**src/rtl/visualizador_puntos.sv**
```systemverilog
// Score display: binary-to-BCD (double dabble, saturating at 9999) feeding a
// 4-digit multiplexed common-anode 7-segment display with leading-zero blanking.
module visualizador_puntos #(
  parameter int PRESCALE = 50000
) (
  input  logic        iClk,
  input  logic        iReset,
  input  logic [15:0] iNumero,
  output logic [3:0]  oAnodo,
  output logic [6:0]  oSegmentos,
  output logic        oOcupado
);

  localparam int CW = (PRESCALE > 1) ? $clog2(PRESCALE) : 1;
  localparam logic [CW-1:0] SCAN_MAX = CW'(PRESCALE - 1);

  typedef enum logic [1:0] {ESPERA, CONV, CARGA} estado_t;

  estado_t       state_q, state_d;
  logic [15:0]   ultimo_q, ultimo_d;
  logic [13:0]   shift_q, shift_d;
  logic [15:0]   bcd_q, bcd_d;
  logic [3:0]    bits_q, bits_d;
  logic [15:0]   digits_q, digits_d;
  logic [15:0]   bcdAdj;

  logic [CW-1:0] scan_q, scan_d;
  logic [1:0]    idx_q, idx_d;
  logic [3:0]    anodo_q, anodo_d;
  logic [6:0]    seg_q, seg_d;
  logic          wrap;
  logic          blank;

  function automatic logic [6:0] decodificar(input logic [3:0] d, input logic b);
    logic [6:0] s;
    case (d)
      4'd0:    s = 7'b1000000;
      4'd1:    s = 7'b1111001;
      4'd2:    s = 7'b0100100;
      4'd3:    s = 7'b0110000;
      4'd4:    s = 7'b0011001;
      4'd5:    s = 7'b0010010;
      4'd6:    s = 7'b0000010;
      4'd7:    s = 7'b1111000;
      4'd8:    s = 7'b0000000;
      4'd9:    s = 7'b0010000;
      default: s = 7'b1111111;
    endcase
    if (b) s = 7'b1111111;
    return s;
  endfunction

  always_comb begin
    bcdAdj = bcd_q;
    for (int k = 0; k < 4; k++) begin
      if (bcd_q[4*k +: 4] >= 4'd5) bcdAdj[4*k +: 4] = bcd_q[4*k +: 4] + 4'd3;
    end
  end

  always_comb begin
    state_d  = state_q;
    ultimo_d = ultimo_q;
    shift_d  = shift_q;
    bcd_d    = bcd_q;
    bits_d   = bits_q;
    digits_d = digits_q;
    case (state_q)
      ESPERA: begin
        if (iNumero != ultimo_q) begin
          ultimo_d = iNumero;
          shift_d  = (iNumero > 16'd9999) ? 14'd9999 : iNumero[13:0];
          bcd_d    = '0;
          bits_d   = '0;
          state_d  = CONV;
        end
      end
      CONV: begin
        bcd_d   = {bcdAdj[14:0], shift_q[13]};
        shift_d = {shift_q[12:0], 1'b0};
        bits_d  = bits_q + 4'd1;
        if (bits_q == 4'd13) state_d = CARGA;
      end
      CARGA: begin
        digits_d = bcd_q;
        state_d  = ESPERA;
      end
      default: state_d = ESPERA;
    endcase
  end

  // Segments are decoded for the digit about to be enabled, so anode and
  // segment registers change together on the wrap edge.
  always_comb begin
    wrap    = (scan_q == SCAN_MAX);
    scan_d  = wrap ? '0 : scan_q + 1'b1;
    idx_d   = wrap ? idx_q + 2'd1 : idx_q;
    anodo_d = anodo_q;
    seg_d   = seg_q;
    blank   = 1'b0;
    case (idx_d)
      2'd3:    blank = (digits_q[15:12] == 4'd0);
      2'd2:    blank = (digits_q[15:8] == 8'd0);
      2'd1:    blank = (digits_q[15:4] == 12'd0);
      default: blank = 1'b0;
    endcase
    if (wrap) begin
      anodo_d = ~(4'b0001 << idx_d);
      seg_d   = decodificar(digits_q[4*idx_d +: 4], blank);
    end
  end

  always_ff @(posedge iClk) begin
    if (iReset) begin
      state_q  <= ESPERA;
      ultimo_q <= '0;
      shift_q  <= '0;
      bcd_q    <= '0;
      bits_q   <= '0;
      digits_q <= '0;
      scan_q   <= '0;
      idx_q    <= '0;
      anodo_q  <= 4'b1110;
      seg_q    <= 7'b1000000;
    end else begin
      state_q  <= state_d;
      ultimo_q <= ultimo_d;
      shift_q  <= shift_d;
      bcd_q    <= bcd_d;
      bits_q   <= bits_d;
      digits_q <= digits_d;
      scan_q   <= scan_d;
      idx_q    <= idx_d;
      anodo_q  <= anodo_d;
      seg_q    <= seg_d;
    end
  end

  assign oAnodo     = anodo_q;
  assign oSegmentos = seg_q;
  assign oOcupado   = (state_q == CONV) || (state_q == CARGA);

endmodule

```
**config.mk**
```make
export PLATFORM = sky130hd
export DESIGN_NAME = visualizador_puntos
export DESIGN_NICKNAME = d
export VERILOG_FILES = /design/src/rtl/visualizador_puntos.sv
export SDC_FILE = /design/constraint.sdc
export NUM_CORES = 1
export LEC_CHECK = 0
export ABC_CLOCK_PERIOD_IN_PS = 2600
export BUFFER_PORTS_ARGS = -buffer_cell sky130_fd_sc_hd__buf_4
export CAP_MARGIN = 30
export CORE_ASPECT_RATIO = 0.7
export CORE_UTILIZATION = 50
export DETAILED_ROUTE_END_ITERATION = 10
export GPL_TIMING_DRIVEN = 0
export MAX_ROUTING_LAYER = met4
export PLACE_DENSITY = 0.68
export REMOVE_ABC_BUFFERS = 1
export SLEW_MARGIN = 20
export SYNTH_ARGS = -nofsm -noshare
export SYNTH_HDL_FRONTEND = slang
export SYNTH_SLANG_ARGS = --single-unit
```
**constraint.sdc**
```tcl
create_clock -name iClk -period 2.6 [get_ports iClk]
set_clock_uncertainty 0.2 [all_clocks]
set_input_delay 0.39 -clock iClk [delete_from_list [all_inputs] [get_ports iClk]]
set_output_delay 0.39 -clock iClk [all_outputs]
set_load 0.02 [all_outputs]
```
# Word level (Yosys, flattened, before mapping)
# Memories as Yosys holds them, arrays and structs flattened.
# Index checks and enable logic that the tools add are counted.
# totals
register_bits,97
latchBits,0
ram_bits,0
romBits,112
inputBits,18
out_inout_bits,12
word_cells,63
memories,1
# memory_table
name,depth,width,rd,rd_ports_with_merged_regs,write_ports,line_no,text
(name not given),16,7,1,0,0,36,case (d)
# classes
n_addsub,7
n_mul,0
div,0
n_lt_le_gt_ge,5
n_eq_ne,10
shift,2
n_mux,17
bitwise_logic,1
n_reduce_logical,10
# op_table
cell,n
one-hot mux 16 bit (2 select lines),1
two-way mux 14 bit,2
one-hot mux 14 bit (2 select lines),1
adder 16 x 1 -> 16 bit (second input constant),1
equality test 16 bit (second input constant),1
greater-or-equal comparator 4 x 3 -> 1 bit (second input constant),4
> comparator 16 x 14 -> 1 bit (second input constant),1
two-way mux 16 bit,1
two-way mux 4 bit,4
inequality test 16 bit,1
variable part select 16 x 5 -> 4 bit,1
adder 4 x 2 -> 4 bit (second input constant),3
logical NOT 12 bit,1
logical NOT 8 bit,1
one-hot mux 4 bit (2 select lines),1
two-way mux 7 bit,1
equality test 2 bit (second input constant),3
two-way mux 2 bit,3
AND reduction 2 bit,3
adder 4 x 1 -> 4 bit (second input constant),1
equality test 2 x 1 -> 1 bit (second input constant),2
equality test 4 bit (second input constant),1
logical NOT 4 bit,1
inequality test 2 bit (second input constant),2
11 further kinds,11

# Longest topological paths before layout
# Gate-level depths: netlist (run 1).
# depth
ltp_word,5
mapped_depth,12
mapped_depth_nobuf,10

# Least setup slack after synthesis (run 1)
# No wires, ideal clock.
# synth_timing
path_type,flip-flop to flip-flop
from,register scan_q[0]
to,"register seg_q[0], in the netlist oSegmentos[0]"
t_arrival_ns,2.247
required_time_ns,2.327
slack_ns,0.080
path_stages_with_launch,11
path_buffers,2
synth_period_minus_slack_ns,2.520
cell_sequence,dfxtp_1 ha_1 and3_1 clkbuf_2 and4_1 buf_6 mux2i_2 o221a_2 a211oi_1 o41ai_1 nor3b_2
# synth_via
elab_chain_cells,5
# synth_rtl
element,line_no,text
"start, declared",27,"logic [CW-1:0] scan_q, scan_d;"
"start signal, assigned",131,scan_q <= scan_d;
equality test 16 bit *,94,wrap = (scan_q == SCAN_MAX);
two-way mux 2 bit,96,idx_d = wrap ? idx_q + 2'd1 : idx_q;
variable part select 16 x 5 -> 4 bit (tied with other cells),108,"seg_d = decodificar(digits_q[4*idx_d +: 4], blank);"
memory (16 x 7 bit) or one-hot mux 1 bit (3 select lines) (tied branches),-,
two-way mux 7 bit,49,if (b) s = 7'b1111111;
"end signal, assigned",134,seg_q <= seg_d;
"end, declared",30,"logic [6:0] seg_q, seg_d;"
# Every way passes the cells marked *; elsewhere a longest branch is shown, timed or not.
# A chain may end at the register's enable or synchronous reset.

# Worst setup path after layout (run 1)
# layout_timing
from,register scan_q[1]
to,"register seg_q[0], in the netlist oSegmentos[0]"
# The elaborated chain is that of the path after synthesis.

==> flow_summary.json, run 1 <==
{
  "htree_levels": 3,
  "min_path_cells": 3,
  "wl_per_cell_um": 15.3,
  "holdCritPathClass": "input port to register",
  "leakagePower_nw": 2.20,
  "drc_errors": 0,
  "ir_drop_v": 0.000536,
  "grt_pass1_wl_um": 17700,
  "critPathLaunchType": "register",
  "final-hold-violation-count": 0,
  "worst_slew_pin_slew_ps": 963,
  "fin_total_pwr_mw": 4.14,
  "cts_buffer_depth": 2,
  "dp_hpwl_um": 6870,
  "crit_path_end_kind": "register",
  "core_area_um2": 9250,
  "area_growth_pct": 21.2,
  "path_clk_slew_ps": 70,
  "finalCritPeriodShare_pct": 98.7,
  "slew_violations": 0,
  "rrSetupSlack_ps": 30,
  "yosysSeqAreaShare_pct": 39.9,
  "grt_max_degree": 84,
  "final_cells": 720,
  "gp_congestion": 0.839,
  "grt_usage_pct": 22.6,
  "finalNetCount": 624,
  "post-route-util_pct": 63.7,
  "grt_antenna_before_repair": 0,
  "dieWidth_um": 120,
  "clkLatencyLatePin_ps": 340,
  "seq_area_um2": 1960,
  "io_pins": 30,
  "cts_tree": "done",
  "antenna_left": 0,
  "synth_ff_type": "dfxtp_1",
  "power_density_nw_per_um2": 703,
  "dpl.cell_count": 686,
  "syn_avg_cell_area_um2": 8.63,
  "ys_types": 53,
  "rsz0062_at_grt": "true",
  "cp_num_buf_inv": 2,
  "num_rows": 29,
  "viasPerCell": 5.61,
  "fin_crit_ps": 2570,
  "r2r_end": "oSegmentos[0]",
  "cpLargestDelayFamily": "simple AND/OR/NAND/NOR gates",
  "final_cell_mix": "nor2_1 (95), dfxtp_1 (90), buf_4 (41)",
  "clock-sinks": 97,
  "die_area_um2": 10100,
  "min_from": "iNumero[11]",
  "cp_max_fo": 5,
  "antennaDiodeCount": 0,
  "synth_edf_count": 0,
  "finalSetupViolations": 0,
  "hold_end": "ultimo_q[11]",
  "relSlewSlack_pct": 35.8,
  "synthCells": 563,
  "r2r-start": "scan_q[1]",
  "routed_wl_um": 11000,
  "syn_area_um2": 4860,
  "ys_async_sr_fraction_pct": 0,
  "holdWs_ps": 110,
  "cpMaxStageDelayCell": "dfxtp_1",
  "r2r_cells": 10,
  "critPathKind": "register to register",
  "port-buffer-count": 29,
  "synth-seq-cells": 97,
  "status": "completed",
  "crit_chain": "ha_4 -> and3_4 -> and4_4 -> buf_12 -> xnor2_4 -> o211a_1 -> buf_6 -> nor4_4 -> o41ai_2 -> nor3b_2",
  "cts_made_buffers": 9,
  "slowest_delay_ps": 380,
  "post_dp_cell_area_um2": 5130,
  "drtPass1Iterations": 7,
  "fin_area_um2": 5890,
  "initial_core_util_pct": 52.5,
  "multiInputGateArea_um2": 2990,
  "nFillCells": 787,
  "drive_gt1_share_pct": 19.0,
  "dieHeight_um": 84.5,
  "vias": 4041,
  "clock-root-buffer": "clkbuf_16",
  "drtIter0Drc": 355,
  "max_cap_violations": 0,
  "max_freq_mhz": 389,
  "grt_pass1_vias": 3601,
  "grt_overflow": 0,
  "ys_warn_count": 0,
  "critical_path_arrival_ps": 2570,
  "final_common_cell": "nor2_1",
  "critical_path_required_ps": 2600
}
## final cells by class
| class | instances | share of cell area [%] |
|---|---|---|
| flip-flops and latches | 97 | 33.2 |
| multi-input cells | 418 | 50.8 |
| repair buffers | 46 | 6.54 |
| clock buffers | 11 | 4.29 |
| inverters | 19 | 1.25 |
| well taps | 124 | 2.63 |
| clock inverters | 5 | 1.32 |
## cells by family (layout without fill, tap and decap cells)
logic type                 after synthesis  after routing  share of synthesized area [%]
muxes                                   42             42                           8.80
buffers and inverters                   50             81                           4.27
and+or+nand+nor                        217            217                           21.9
AOI/OAI and AO/OA                      103            104                           13.8
xor gates and xnor gates                39             40                           7.41
adders and majority gates               15             15                           3.86
DFF                                     97             97                           39.9
## state kept, by name (all words and copies together) (netlist names)
register    cells
oSegmentos      7
oAnodo          4
idx_q           2
ultimo_q       16
digits_q       16
bcd_q          16
bits_q          4
scan_q         16
shift_q        14
state_q         2
## metrics by stage
stage / setup WS (ps) / setup TNS, ps
after floorplan: -508 / -9120
after global placement: -1660 / -47230
after detailed placement: -592 / -11530
after CTS: -44.8 / -47.0
after global routing: -67.3 / -115
final: 32.6 / 0
## worst reg2reg max path: stages, from the launching register on
cell     delay [ps]
dfxtp_1         380
ha_4            160
and3_4          210
and4_4          290
buf_12          130
xnor2_4          80
o211a_1         300
buf_6           150
nor4_4          270
o41ai_2          80
nor3b_2         170
## cells in the mapped netlist (3+ instances only)
cell type,n,area share (%)
o21ai_0,16,1.6
inv_1,18,1.4
mux2_2,3,0.69
a211oi_1,12,1.9
nand4_1,7,0.90
nand3_1,16,1.6
xnor2_1,13,2.3
buf_2,3,0.31
nand2_1,38,2.9
and3_1,8,1.0
o21bai_1,3,0.46
nor3_1,3,0.31
nand2b_1,12,1.5
xor2_1,25,4.5
nor2_1,96,7.4
a2bb2oi_1,3,0.54
a21oi_1,38,3.9
nor4_1,10,1.3
ha_1,15,3.9
o211ai_1,5,0.77
mux2i_1,38,7.8
nor3b_1,13,2.0
o22ai_1,5,0.64
or3_1,3,0.39
clkbuf_1,24,1.9
dfxtp_1,97,40
o221ai_2,3,0.93
o311ai_0,3,0.54
## what timing repair did
| item | 4_1_cts | 5_1_grt |
|---|---|---|
| hold buffers | 0 | 0 |
| pin swaps | 3 | 16 |
| cloned | 1 | 1 |
| endpoints found under the setup margin | 36 | 33 |
| buffers inserted | 5 | 11 |
| resized for setup | 17 | 35 |
## power breakdown
part,internal [mW],leakage (nW),switching [mW]
clock,0.892,0.162,0.555
combinational,0.376,1.25,0.594
sequential,1.63,0.794,0.0938
## worst max path at each step
stage | start | end | cells past startpoint
final | scan_q[1] | oSegmentos[0] | 10
after global routing | scan_q[1] | oSegmentos[0] | 10
after CTS | scan_q[0] | oSegmentos[0] | 8
after detailed placement | scan_q[0] | oSegmentos[0] | 8
after global placement | state_q[1] | shift_q[1] | 6
after floorplan | state_q[1] | shift_q[1] | 6
## layer usage
metal  part of all wire, %  up-vias  routed length [um]  track usage, %
met5                     0        -                   0               -
met4                  0.79        0                  87            6.59
met3                   3.3       10                 359            4.89
met2                    44       63                4880            31.6
met1                    52     1948                5700            32.5
li1                      -     2020                   -               -
Power figures use the tool's default switching activity.
==> run 2, diff against run 1 <==
ABC_AREA = 1   (was default)
CTS_CLUSTER_SIZE = 30   (was default)
REMOVE_ABC_BUFFERS = default   (was 1)
==> run 2 against run 1 <==
Effect of this change:
- sequential cell count did not move
- via count rose by 12%
- sequential share of layout area rose by 1.2 points
- maximum frequency rose by 6.2%
- largest power group unchanged
==> flow_summary.json, run 2 <==
{
  "status": "completed",
  "switching_share_pct": 40.0,
  "ys_types": 40,
  "max_freq_mhz": 414,
  "grt_usage_pct": 26.9,
  "max_cap_violations": 0,
  "worst_slew_pin_slew_ps": 676,
  "p_seq_share_pct": 38.0,
  "synthCells": 654,
  "num_rows": 29,
  "p_switching_mw": 2.30,
  "finalSetupViolations": 0,
  "critical_path_required_ps": 2680,
  "path_clk_slew_ps": 60,
  "core_area_um2": 9330,
  "critPathKind": "register to register",
  "final-hold-violation-count": 0,
  "synth.largest_area_cell": "dfxtp_1",
  "cts_tree": "done",
  "comb_power_share_pct": 37.9,
  "synth_ff_type": "dfxtp_1",
  "final_cell_mix": "dfxtp_1 (97), o21ai_0 (83), nor2_1 (79)",
  "critPathLaunchType": "register",
  "vias": 4516,
  "grt_antenna_before_repair": 0,
  "dp_hpwl_um": 9280,
  "internal-power_mw": 3.45,
  "clock-sinks": 97,
  "viasPerCell": 5.49,
  "finalNetCount": 727,
  "relSlewSlack_pct": 54.9,
  "fin_total_pwr_mw": 5.75,
  "yosys-top-cells-count": "dfxtp_1 (97), o21ai_0 (83), nor2_1 (79), nand2_1 (76), a21oi_1 (70)",
  "final_common_cell": "dfxtp_1",
  "slew_violations": 0,
  "synth-seq-cells": 97,
  "area_growth_pct": 14.2,
  "syn_avg_cell_area_um2": 7.56,
  "ir_drop_v": 0.000611,
  "finalCritPeriodShare_pct": 93.0,
  "clockPowerShare_pct": 24.2,
  "holdCritPathClass": "input port to register",
  "clkLatencyLatePin_ps": 340,
  "clock-root-buffer": "clkbuf_16",
  "yosysSeqAreaShare_pct": 39.3,
  "crit_path_end_kind": "register",
  "initial_core_util_pct": 53.0,
  "ys_async_sr_fraction_pct": 0,
  "drtIter0Drc": 404,
  "antenna_left": 0,
  "routed_wl_um": 12500,
  "die_area_um2": 10300,
  "yosysTopAreaCellShare_pct": 39.3,
  "grt_pass1_wl_um": 20900,
  "grt_overflow": 0,
  "cts_buffer_depth": 2,
  "port-buffer-count": 29,
  "critical_path_arrival_ps": 2490,
  "fin_crit_ps": 2420,
  "grt_max_degree": 15,
  "syn_area_um2": 4940,
  "gp_congestion": 0.892,
  "htree_levels": 3,
  "grt_pass1_vias": 4185,
  "power_density_nw_per_um2": 1020,
  "leakagePower_nw": 2.42,
  "antennaDiodeCount": 0,
  "wl_per_cell_um": 15.2,
  "drc_errors": 0,
  "dieWidth_um": 121,
  "io_pins": 30,
  "synthTopCellsByArea": "dfxtp_1 (39%), o21ai_0 (8.4%), a21oi_1 (7.1%), nor2_1 (6.0%), nand2_1 (5.8%)",
  "cts_made_buffers": 9,
  "cp_max_fo": 7,
  "drive_gt1_share_pct": 14.3,
  "post-route-util_pct": 60.5,
  "synth.most_common_cell": "dfxtp_1",
  "dieHeight_um": 85.2,
  "synth.net_count": 687,
  "synth_edf_count": 0,
  "drtPass1Iterations": 4,
  "ys_warn_count": 0
}
run 2: critical path, cell delays in order (launching register included):
cell     delay [ps]
dfxtp_1         400
ha_4            180
nand3_4         130
nor2_4          160
nand3_2         120
nand2_4         150
nand3_1         160
nand2_4         140
inv_1            70
ha_1            280
nand3_1         130
nand3_1         110
a21oi_2         130
run 2: timing repair:
item                                    in CTS  in global routing
gates resized for setup                      0                  2
buffers inserted                             0                  0
endpoints found under the setup margin       0                  3
hold buffers                                 0                  0
run 2: layer usage:
metal,track usage [%],routed length (um),vias to the layer above
met5,-,0,-
met4,5.61,121,0
met3,7.66,936,11
met2,36.8,5080,136
met1,38.8,6370,2126
li1,-,-,2243
run 2: cell families after synthesis:
group                    count (synthesis)  synth area share (%)
adder cells (fa/ha/maj)                 15                  3.80
AND/OR/NAND/NOR                        245                  25.5
buffers and inverters                   93                  7.36
XOR/XNOR                                25                  4.43
flip-flops                              97                  39.3
AO/OA/AOI/OAI                          179                  19.6
run 2: stage by stage:
step / worst slack [ps] / std cells / TNS, ps / hold slack, ps / cell area [um^2]
after floorplan: 348 / 654 / 0 / 218 / 4940
after global placement: 181 / 807 / 0 / 231 / 5320
after detailed placement: 121 / 807 / 0 / 238 / 5320
after CTS: 90.4 / 822 / 0 / 61.0 / 5630
after global routing: -4.30 / 822 / -4.30 / 69.1 / 5650
final: 183 / 822 / 0 / 72.5 / 5650
run 2: path summary, 6_finish.rpt:
path	cells after the start	start	slack [ps]	endpoint
worst max-delay path	12	scan_q[0]	180	oSegmentos[3]
worst min-delay path	2	iReset	70	bits_q[3]
worst max register to register	12	scan_q[0]	180	oSegmentos[3]
worst min register to register	2	oSegmentos[5]	260	oSegmentos[5]
run 2: power by group through the flow:
stage	clock, mW	sequential, mW	combinational, mW
5_1_grt	1.48	2.23	2.43
4_1_cts	1.42	2.17	2.14
2_1_floorplan	0	2.13	1.56
6_report	1.39	2.18	2.18
3_3_place_gp	0	2.19	2.03
3_5_place_dp	0	2.20	2.11
run 2: area by class of cell:
| type | instances | area, um^2 |
|---|---|---|
| clock inverter | 2 | 35.0 |
| sequential | 97 | 1940 |
| tap | 124 | 155 |
| inverter | 70 | 270 |
| clock buffer | 13 | 280 |
| timing repair buffer | 29 | 218 |
| buffer | 23 | 93.8 |
| fill | 877 | 3680 |
| multi-input combinational | 464 | 2650 |
